==> src/rtl/avs_s0_pkg.sv <==
// avs_s0_pkg
// Shared definitions for the avs_s0 register responder:
//   - word addresses of the four registers
//   - bit positions inside the STATUS word
//   - handshake FSM state encoding
package avs_s0_pkg;

  localparam logic [1:0] ADDR_CTRL   = 2'd0;
  localparam logic [1:0] ADDR_DATA   = 2'd1;
  localparam logic [1:0] ADDR_STATUS = 2'd2;
  localparam logic [1:0] ADDR_CYCLES = 2'd3;

  localparam int STAT_COUNT_LSB = 0;
  localparam int STAT_COUNT_MSB = 15;
  localparam int STAT_EMPTY     = 16;
  localparam int STAT_FULL      = 17;
  localparam int STAT_OVERFLOW  = 18;
  localparam int STAT_UNDERFLOW = 19;

  typedef enum logic [1:0] {
    IDLE = 2'd0,
    WAIT = 2'd1,
    ACK  = 2'd2
  } state_t;

endpackage

==> src/rtl/avs_s0_fifo.sv <==
// avs_s0_fifo
// Synchronous FIFO behind the DATA window of the responder.
// Ports:
//   clk, rst        clock, asynchronous active-high reset
//   push, wdata     write request and data (ignored when full)
//   pop             remove head entry (ignored when empty)
//   head            current head entry, combinational so the parent can
//                   latch it on the same edge that pops it
//   count           number of stored entries (0..DEPTH)
//   full, empty     occupancy flags
module avs_s0_fifo #(
  parameter int DEPTH = 8,
  parameter int WIDTH = 32,
  localparam int AW   = $clog2(DEPTH),
  localparam int CW   = AW + 1
) (
  input  logic             clk,
  input  logic             rst,
  input  logic             push,
  input  logic             pop,
  input  logic [WIDTH-1:0] wdata,
  output logic [WIDTH-1:0] head,
  output logic [CW-1:0]    count,
  output logic             full,
  output logic             empty
);

  logic [WIDTH-1:0] mem [DEPTH];
  logic [AW-1:0]    wr_ptr_reg;
  logic [AW-1:0]    rd_ptr_reg;
  logic [CW-1:0]    count_reg;
  logic             do_push;
  logic             do_pop;

  assign full    = (count_reg == CW'(DEPTH));
  assign empty   = (count_reg == '0);
  assign do_push = push & ~full;
  assign do_pop  = pop & ~empty;
  assign count   = count_reg;
  assign head    = mem[rd_ptr_reg];

  // Storage carries no reset so it can map onto distributed RAM.
  always_ff @(posedge clk) begin
    if (do_push) begin
      mem[wr_ptr_reg] <= wdata;
    end
  end

  // DEPTH is a power of two, so the pointers wrap naturally.
  always_ff @(posedge clk or posedge rst) begin
    if (rst) begin
      wr_ptr_reg <= '0;
      rd_ptr_reg <= '0;
      count_reg  <= '0;
    end else begin
      if (do_push) wr_ptr_reg <= wr_ptr_reg + 1'b1;
      if (do_pop)  rd_ptr_reg <= rd_ptr_reg + 1'b1;
      case ({do_push, do_pop})
        2'b10:   count_reg <= count_reg + 1'b1;
        2'b01:   count_reg <= count_reg - 1'b1;
        default: count_reg <= count_reg;
      endcase
    end
  end

endmodule

==> src/rtl/avs_s0_reg_responder.sv <==
// avs_s0_reg_responder
// Avalon-MM slave terminating the avalon_export_0_avs_s0 export. Word
// addressed, 32-bit, with WAIT_STATES extra cycles between request capture
// and acknowledge. Registers: 0 CTRL scratch, 1 DATA, 2 STATUS, 3 CYCLES.
// Build option: define AVS_FIFO_EN to back address 1 with an avs_s0_fifo
// (push on write, pop on read) and report its state in STATUS; without it
// address 1 is a plain register and STATUS reads zero.
// Ports:
//   clk_clk, reset_reset   clock, asynchronous active-high reset
//   avs_s0_address         word address
//   avs_s0_read/_write     commands; write wins when both are high
//   avs_s0_writedata       write data
//   avs_s0_readdata        registered read data, valid in the ACK cycle
//   avs_s0_waitrequest     low only during the ACK cycle
module avs_s0_reg_responder
  import avs_s0_pkg::*;
#(
  parameter int WAIT_STATES = 1,
  parameter int FIFO_DEPTH  = 8
) (
  input  logic        clk_clk,
  input  logic        reset_reset,
  input  logic [1:0]  avs_s0_address,
  input  logic        avs_s0_read,
  input  logic        avs_s0_write,
  input  logic [31:0] avs_s0_writedata,
  output logic [31:0] avs_s0_readdata,
  output logic        avs_s0_waitrequest
);

  localparam bit         NO_WAIT   = (WAIT_STATES == 0);
  localparam logic [3:0] WAIT_LAST = NO_WAIT ? 4'd0 : 4'(WAIT_STATES - 1);

  state_t      state_reg;
  logic [3:0]  wait_cnt_reg;
  logic        waitrequest_reg;
  logic [31:0] readdata_reg;
  logic [31:0] ctrl_reg;
  logic [31:0] cycles_reg;
  logic [31:0] cycles_next;
  logic [31:0] rd_mux;
  logic [31:0] status_word;
  logic [31:0] data_word;
  logic        req;
  logic        capture;
  logic        do_write;
  logic        do_read;

  assign req = avs_s0_read | avs_s0_write;

  // The capture edge is the one that moves the FSM into ACK; every side
  // effect is keyed off it so a transfer acts exactly once.
  assign capture  = (state_reg == IDLE && req && NO_WAIT) ||
                    (state_reg == WAIT && wait_cnt_reg == 4'd0);
  assign do_write = capture & avs_s0_write;
  assign do_read  = capture & avs_s0_read & ~avs_s0_write;

  assign avs_s0_waitrequest = waitrequest_reg;
  assign avs_s0_readdata    = readdata_reg;

  always_ff @(posedge clk_clk or posedge reset_reset) begin
    if (reset_reset) begin
      state_reg       <= IDLE;
      wait_cnt_reg    <= 4'd0;
      waitrequest_reg <= 1'b1;
      readdata_reg    <= '0;
    end else begin
      case (state_reg)
        IDLE: begin
          if (req) begin
            if (NO_WAIT) begin
              state_reg       <= ACK;
              waitrequest_reg <= 1'b0;
            end else begin
              state_reg    <= WAIT;
              wait_cnt_reg <= WAIT_LAST;
            end
          end
        end
        WAIT: begin
          if (wait_cnt_reg == 4'd0) begin
            state_reg       <= ACK;
            waitrequest_reg <= 1'b0;
          end else begin
            wait_cnt_reg <= wait_cnt_reg - 4'd1;
          end
        end
        ACK: begin
          state_reg       <= IDLE;
          waitrequest_reg <= 1'b1;
        end
        default: begin
          state_reg       <= IDLE;
          waitrequest_reg <= 1'b1;
        end
      endcase
      if (do_read) begin
        readdata_reg <= rd_mux;
      end
    end
  end

  // A load on the capture edge overrides the increment.
  assign cycles_next = (do_write && avs_s0_address == ADDR_CYCLES) ?
                       avs_s0_writedata : cycles_reg + 32'd1;

  always_ff @(posedge clk_clk or posedge reset_reset) begin
    if (reset_reset) begin
      ctrl_reg   <= '0;
      cycles_reg <= '0;
    end else begin
      cycles_reg <= cycles_next;
      if (do_write && avs_s0_address == ADDR_CTRL) begin
        ctrl_reg <= avs_s0_writedata;
      end
    end
  end

  // CYCLES reports the value the counter takes on the capture edge, so the
  // readdata seen in ACK matches the counter during that same cycle.
  always_comb begin
    rd_mux = '0;
    case (avs_s0_address)
      ADDR_CTRL:   rd_mux = ctrl_reg;
      ADDR_DATA:   rd_mux = data_word;
      ADDR_STATUS: rd_mux = status_word;
      ADDR_CYCLES: rd_mux = cycles_next;
      default:     rd_mux = '0;
    endcase
  end

`ifdef AVS_FIFO_EN
  localparam int CNT_W = $clog2(FIFO_DEPTH) + 1;

  logic             fifo_push;
  logic             fifo_pop;
  logic             fifo_full;
  logic             fifo_empty;
  logic [31:0]      fifo_head;
  logic [CNT_W-1:0] fifo_count;
  logic             ovf_reg;
  logic             udf_reg;
  logic             status_wr;

  assign fifo_push = do_write && avs_s0_address == ADDR_DATA;
  assign fifo_pop  = do_read && avs_s0_address == ADDR_DATA;
  assign status_wr = do_write && avs_s0_address == ADDR_STATUS;

  avs_s0_fifo #(
    .DEPTH (FIFO_DEPTH),
    .WIDTH (32)
  ) u_avs_s0_fifo (
    .clk   (clk_clk),
    .rst   (reset_reset),
    .push  (fifo_push),
    .pop   (fifo_pop),
    .wdata (avs_s0_writedata),
    .head  (fifo_head),
    .count (fifo_count),
    .full  (fifo_full),
    .empty (fifo_empty)
  );

  // Popping an empty FIFO returns zero rather than stale storage.
  assign data_word = fifo_empty ? 32'd0 : fifo_head;

  always_comb begin
    status_word = '0;
    status_word[STAT_COUNT_MSB:STAT_COUNT_LSB] = 16'(fifo_count);
    status_word[STAT_EMPTY]     = fifo_empty;
    status_word[STAT_FULL]      = fifo_full;
    status_word[STAT_OVERFLOW]  = ovf_reg;
    status_word[STAT_UNDERFLOW] = udf_reg;
  end

  // Sticky error flags, cleared by writing 1 to their STATUS bit.
  always_ff @(posedge clk_clk or posedge reset_reset) begin
    if (reset_reset) begin
      ovf_reg <= 1'b0;
      udf_reg <= 1'b0;
    end else begin
      if (fifo_push && fifo_full) begin
        ovf_reg <= 1'b1;
      end else if (status_wr && avs_s0_writedata[STAT_OVERFLOW]) begin
        ovf_reg <= 1'b0;
      end
      if (fifo_pop && fifo_empty) begin
        udf_reg <= 1'b1;
      end else if (status_wr && avs_s0_writedata[STAT_UNDERFLOW]) begin
        udf_reg <= 1'b0;
      end
    end
  end
`else
  logic [31:0] data_reg;

  // FIFO_DEPTH has no meaning without the FIFO; sink it so it stays referenced.
  logic unused_fifo_depth;
  assign unused_fifo_depth = ^(32'(FIFO_DEPTH));

  assign data_word   = data_reg;
  assign status_word = '0;

  always_ff @(posedge clk_clk or posedge reset_reset) begin
    if (reset_reset) begin
      data_reg <= '0;
    end else if (do_write && avs_s0_address == ADDR_DATA) begin
      data_reg <= avs_s0_writedata;
    end
  end
`endif

endmodule
==> config.mk <==
export PLATFORM = sky130hd
export DESIGN_NAME = avs_s0_reg_responder
export DESIGN_NICKNAME = d
export VERILOG_FILES = /design/src/rtl/avs_s0_pkg.sv /design/src/rtl/avs_s0_fifo.sv /design/src/rtl/avs_s0_reg_responder.sv
export SDC_FILE = /design/constraint.sdc
export NUM_CORES = 1
export LEC_CHECK = 0
export BUFFER_PORTS_ARGS = -buffer_cell sky130_fd_sc_hd__buf_2
export CORE_ASPECT_RATIO = 1.5
export CORE_UTILIZATION = 25
export CTS_CLUSTER_SIZE = 30
export DETAILED_ROUTE_END_ITERATION = 10
export PLACE_DENSITY = 0.52
export SYNTH_ARGS = -nofsm -noshare
export SYNTH_HDL_FRONTEND = slang
export SYNTH_HIERARCHICAL = 1
export SYNTH_SLANG_ARGS = --single-unit
==> constraint.sdc <==
create_clock -name clk_clk -period 9.15 [get_ports clk_clk]
set_input_delay 0 -clock clk_clk [delete_from_list [all_inputs] [get_ports clk_clk]]
set_output_delay 0 -clock clk_clk [all_outputs]
set_load 0.005 [all_outputs]
==> results of run 1 <==
## final cells by class
class                   instances  area (um2)  share of cell area [%]
clock buffers                  24         492                    6.25
clock inverters                 8        71.3                   0.906
inverters                       8        35.0                   0.445
multi-input cells             389        2760                    35.1
flip-flops and latches        135        3380                    42.9
well taps                     324         405                    5.15
repair buffers                109         728                    9.25
## where the power goes
part	switching [mW]	leakage (nW)	internal [mW]
clock network	0.249	0.280	0.400
registers	0.186	1.70	0.855
logic	0.301	1.60	0.325
## worst min-delay path: cells and delay by family
kind          cells  cell delay, ps
simple gates      3             260
buf+inv           1             140
## per-stage QoR
| step | utilization [%] | hold WS, ps | instances | area (um2) |
|---|---|---|---|---|
| 6_report | 32.0 | 27.7 | 997 | 7870 |
| 5_1_grt | 32.0 | 83.4 | 997 | 7870 |
| 4_1_cts | 32.0 | 14.1 | 997 | 7870 |
| 3_5_place_dp | 28.3 | 117 | 931 | 6970 |
| 3_3_place_gp | 28.3 | 123 | 931 | 6970 |
| 2_1_floorplan | - | 117 | 563 | 6320 |
## placed cells by master, fill, tap and decap left out, types with 5 or more instances in the layout
master / instances
a211o_1: 7
a21oi_1: 41
and3_1: 5
buf_2: 70
buf_4: 5
clkbuf_16: 17
clkinv_2: 5
dfrtp_1: 134
dlygate4sd3_1: 34
inv_1: 7
mux2_2: 65
mux2i_1: 32
nand2_1: 21
nand3_1: 10
nand4_1: 9
nor2_1: 72
nor3_1: 30
o21ai_0: 19
o21ai_1: 7
xnor2_1: 20
xor2_1: 12
## cells in the mapped netlist (all sizes together)
cell type | count | share of area [%]
and2 | 4 | 0.40
nand2 | 23 | 1.4
nor2 | 73 | 4.4
a21oi | 41 | 3.2
mux2 | 69 | 12
nand3b | 1 | 0.18
buf | 20 | 1.7
nor4 | 2 | 0.44
a211oi | 4 | 0.48
mux2i | 32 | 5.1
a211o | 7 | 0.97
nand3 | 10 | 0.79
inv | 8 | 0.48
nor3 | 33 | 3.0
nor2b | 1 | 0.099
nand2b | 1 | 0.099
clkbuf | 11 | 0.65
ha | 3 | 0.59
nand4 | 12 | 1.8
xnor2 | 20 | 2.8
and3 | 5 | 0.50
dfrtp | 134 | 53
nor3b | 1 | 0.30
and4 | 4 | 0.55
xor2 | 12 | 1.7
or4 | 1 | 0.12
o2bb2ai | 4 | 0.55
dfstp | 1 | 0.42
o21ai | 26 | 2.1
## layer usage
layer / part of all wire, % / GRT usage (%) / wire, um
met4: 2.0 / 5.25 / 313
met3: 2.6 / 2.85 / 407
met1: 44 / 14.9 / 6800
met2: 52 / 22.7 / 8050
met5: 0 / 0 / 0
## final timing paths
kind                                                      from                               to  slack, ps
min in group asynchronous                          reset_reset   avs_s0_readdata[8]$_DFFE_PP0P_        200
worst max-delay path               wait_cnt_reg[0]$_DFFE_PP0P_         ctrl_reg[28]$_DFFE_PP0P_       6270
worst min register to register  avs_s0_readdata[6]$_DFFE_PP0P_   avs_s0_readdata[6]$_DFFE_PP0P_        470
worst min-delay path                              avs_s0_write      wait_cnt_reg[2]$_DFFE_PP0P_         30
max in group asynchronous                          reset_reset  avs_s0_readdata[15]$_DFFE_PP0P_       7590
worst max register to register     wait_cnt_reg[0]$_DFFE_PP0P_         ctrl_reg[28]$_DFFE_PP0P_       6270
## cell families after synthesis
| kind of cell | synth area share [%] |
|---|---|
| muxes | 17.4 |
| DFF | 53.5 |
| adders and majority gates | 0.594 |
| xor gates and xnor gates | 4.44 |
| and+or+nand+nor | 14.0 |
| AOI/OAI and AO/OA | 7.31 |
| buffers and inverters | 2.79 |
## repair_timing
item | CTS | global route
setup endpoints to repair | 0 | 0
endpoints found under the hold margin | 162 | 0
hold buffers | 34 | 0
==> results.toml, run 1 <==
[logic_synthesis]
syn_area_um2 = 6320
yosys_warnings = 6
avgSynthCellArea_um2 = 11.2
ys_ff_latch = 135
synth_nets = 604
synth_cell_type_count = 40
synthCells = 563
synth_seq_area_share_pct = 53.5

[clocking]
clkLatencyLatePin_ps = 420
clk_path_buf_depth = 2
cts_root_buffer = "clkbuf_16"
post_cts_resized = 0
postCtsSetupRepairBufs = 0
cts.clk_slew.worst_paths_ps = 60
cts_tree = "done"
numCtsBuffers = 17
clkSinkCount = 135
htreeDepth = 4

[power]
power_density_nw_per_um2 = 294
peakVddDrop_mv = 0.144
p_leak_nw = 3.58
finalPower_mw = 2.32

[final_layout]
layout-drive-gt1-share_pct = 27.2
layout.nets = 701
syn_to_final_growth_pct = 24.6
antennaDiodeCount = 0
n_fill_cell = 2551

[drt]
dr.pass1.iters = 4
drt-initial-drc-count = 221
ant_nets = 0
drcViolationCount = 0
route.final.wire_length_um = 15600
vias = 4497
detail_route.vias_per_cell = 4.51
wl_per_cell_um = 15.6

[min_path]
hp-class = "in -> reg"
hold_depth = 4

[run_status]
status = "completed"

[timing]
slew_violations = 0
clock.fmax_mhz = 347
finalCritPeriodShare_pct = 31.5
tns_ps = 0
hold_viol = 0
skew_ps = 8.41
maxSlewHeadroom_pct = 32.7
period_minus_slack_ps = 2880
setup_ws_ps = 6270
tightestPinTransition_ps = 1010
rsz0062_at_grt = "false"
setup_violations = 0

[floorplanning]
die_w_um = 132
io_pins = 71
fp.dieArea_um2 = 25900
rows = 70
core_region_area_um2 = 24600
die_h_um = 197
initial_core_util_pct = 25.7

[setup_path]
cp_top_family = "simple AND/OR/NAND/NOR gates"
arrival_ps = 3180
critical_path_depth = 8
critPathKind = "reg -> reg"
crit_chain = "inv_1 -> ha_1 -> nor3b_4 -> and2_1 -> nand2_2 -> nor3_4 -> buf_4 -> mux2_2"
crit_buf_inv = 2
worst_ep_required_time_ps = 9450
crit_path_end_kind = "register"
critPathLaunchType = "register"
ff2ff_path_depth = 8
slowest_delay_ps = 610
slowest_stage = "nor3_4"
crit_path_max_fanout = 18

[global_route]
grt_pass1_wl_um = 25500
grt_pass1_vias = 4693
grt.total_usage_pct = 12.8
antenna_found_initial = 0
grt_max_degree = 72
grt_overflow_total = 0

[flow_run]
cap_violations = 0

[placed_design]
portBuffers = 70
pre_cts_ws_ps = 6210
gp_congestion = 0.697
hpwlAfterDp_um = 10200
(Power assumes the default switching activity.)
==> inputs of run 2 (changes only) <==
==> constraint.sdc (replaced) <==
create_clock -name clk_clk -period 2.7 [get_ports clk_clk]
set_input_delay 0 -clock clk_clk [delete_from_list [all_inputs] [get_ports clk_clk]]
set_output_delay 0 -clock clk_clk [all_outputs]
set_load 0.005 [all_outputs]
==> run 2 against run 1 <==
- register-to-register slack worse by 5900 ps
- utilization is 0.70 points higher
- sequential share of layout area is 0.91 points lower
- first-iteration DRC count is 4.5% higher
==> results.toml, run 2 (synthesized netlist as in run 1, its figures left out) <==
[clocking]
cts_root_buffer = "clkbuf_16"
postCtsSetupRepairBufs = 0
numCtsBuffers = 17
clkLatencyLatePin_ps = 410
clk_path_buf_depth = 2
htreeDepth = 4
cts_tree = "done"
post_cts_resized = 0
clkSinkCount = 135
cts.clk_slew.worst_paths_ps = 50

[power]
power_density_nw_per_um2 = 1010
peakVddDrop_mv = 0.488
p_leak_nw = 3.67
finalPower_mw = 8.13

[setup_path]
crit_chain = "inv_1 -> ha_1 -> nor3b_4 -> and2_1 -> nand2_2 -> nor3_4 -> buf_4 -> mux2_2"
worst_ep_required_time_ps = 2990
slowest_delay_ps = 420
r2r-start = "wait_cnt_reg[0]$_DFFE_PP0P_"
r2r_setup_slack_ps = 420
ff2ff_path_depth = 8
crit_path_max_fanout = 17
critPathKind = "reg -> reg"
slowest_stage = "dfrtp_1"
r2r_end = "ctrl_reg[6]$_DFFE_PP0P_"
cp_top_family = "simple AND/OR/NAND/NOR gates"
critPathLaunchType = "register"
crit_buf_inv = 2
crit_path_end_kind = "register"
arrival_ps = 2580

[timing]
period_minus_slack_ps = 2280
hold_viol = 0
setup_violations = 0
tns_ps = 0
rsz0062_at_grt = "false"
finalCritPeriodShare_pct = 84.6
maxSlewHeadroom_pct = 53.5
clock.fmax_mhz = 438
tightestPinTransition_ps = 698
skew_ps = 7.40
slew_violations = 0

[floorplanning]
die_h_um = 197
io_pins = 71
core_region_area_um2 = 24600
die_w_um = 132
rows = 70
initial_core_util_pct = 25.7
fp.dieArea_um2 = 25900

[drt]
wl_per_cell_um = 15.5
drt-initial-drc-count = 231
vias = 4546
route.final.wire_length_um = 15600
drcViolationCount = 0
detail_route.vias_per_cell = 4.50
dr.pass1.iters = 4
ant_nets = 0

[final_layout]
layout.nets = 714
layout-drive-gt1-share_pct = 28.4
final_cell_mix = "134 x dfrtp_1, 72 x nor2_1, 70 x buf_2"
final_common_cell = "dfrtp_1"
syn_to_final_growth_pct = 27.3
antennaDiodeCount = 0

[min_path]
min_to = "wait_cnt_reg[3]$_DFFE_PP0P_"
hold_depth = 4
hp-class = "in -> reg"
min_from = "avs_s0_write"

[global_route]
grt_pass1_vias = 4763
grt_overflow_total = 0
grt_pass1_wl_um = 25900
grt.total_usage_pct = 13.0
antenna_found_initial = 0
grt_max_degree = 76

[placed_design]
gp_congestion = 0.726
hpwlAfterDp_um = 10700
portBuffers = 70

[run_status]
status = "completed"

[flow_run]
cap_violations = 0
## run 2: cell count changes in the layout (fill, tap and decap cells not counted), sizes merged
cell    change
buf        +13
bufinv      +3
clkinv      -2
inv         -1
## run 2: how the worst max path moves through the flow
stage                                start                        to  slack [ps]  cells after the start
2_1_floorplan  wait_cnt_reg[0]$_DFFE_PP0P_  ctrl_reg[10]$_DFFE_PP0P_         670                      9
3_3_place_gp   wait_cnt_reg[0]$_DFFE_PP0P_  ctrl_reg[27]$_DFFE_PP0P_         480                      8
3_5_place_dp   wait_cnt_reg[0]$_DFFE_PP0P_   ctrl_reg[6]$_DFFE_PP0P_         430                      8
4_1_cts        wait_cnt_reg[0]$_DFFE_PP0P_   ctrl_reg[6]$_DFFE_PP0P_         390                      8
5_1_grt        wait_cnt_reg[0]$_DFFE_PP0P_  ctrl_reg[29]$_DFFE_PP0P_         290                      8
6_report       wait_cnt_reg[0]$_DFFE_PP0P_   ctrl_reg[6]$_DFFE_PP0P_         420                      8
## run 2: per-layer routing
metal	GRT usage [%]	vias up	part of all wire [%]
met2	22.8	72	52
li1	-	2202	-
met5	0	-	0
met4	4.65	0	0.91
met3	2.55	9	2.9
met1	15.7	2263	44
## run 2: final cells by class
class	count	area, um2
sequential	135	3380
multi-input combinational	389	2760
tap	324	405
clock buffer	24	482
inverter	8	33.8
fill	2560	16600
clock inverter	8	144
timing repair buffer	122	838
## run 2: repair_timing
item | in CTS | in global routing
hold endpoints to repair | 122 | 0
hold buffers | 34 | 0
endpoints found under the setup margin | 0 | 0
## run 2: tightest hold or removal path, stage by stage
cell,delay (ps)
buf_2,140
nor2_1,110
nor3_1,60
nor2_1,90
## run 2: through the flow
step	instance area [um2]	utilization, %	cells	hold slack [ps]	setup slack, ps
floorplan	6320	-	563	117	671
global placement	7080	28.8	944	122	476
detailed placement	7080	28.8	944	126	430
CTS	8040	32.7	1010	21.8	385
global route	8040	32.7	1010	49.5	290
finish	8040	32.7	1010	31.7	416
## run 2: power by group
| group | total [mW] | internal, mW | leakage [nW] | switching [mW] |
|---|---|---|---|---|
| clock | 2.46 | 1.62 | 0.308 | 0.846 |
| sequential | 3.52 | 2.90 | 1.70 | 0.628 |
| combinational | 2.14 | 1.12 | 1.66 | 1.02 |
| total | 8.13 | 5.64 | 3.67 | 2.49 |
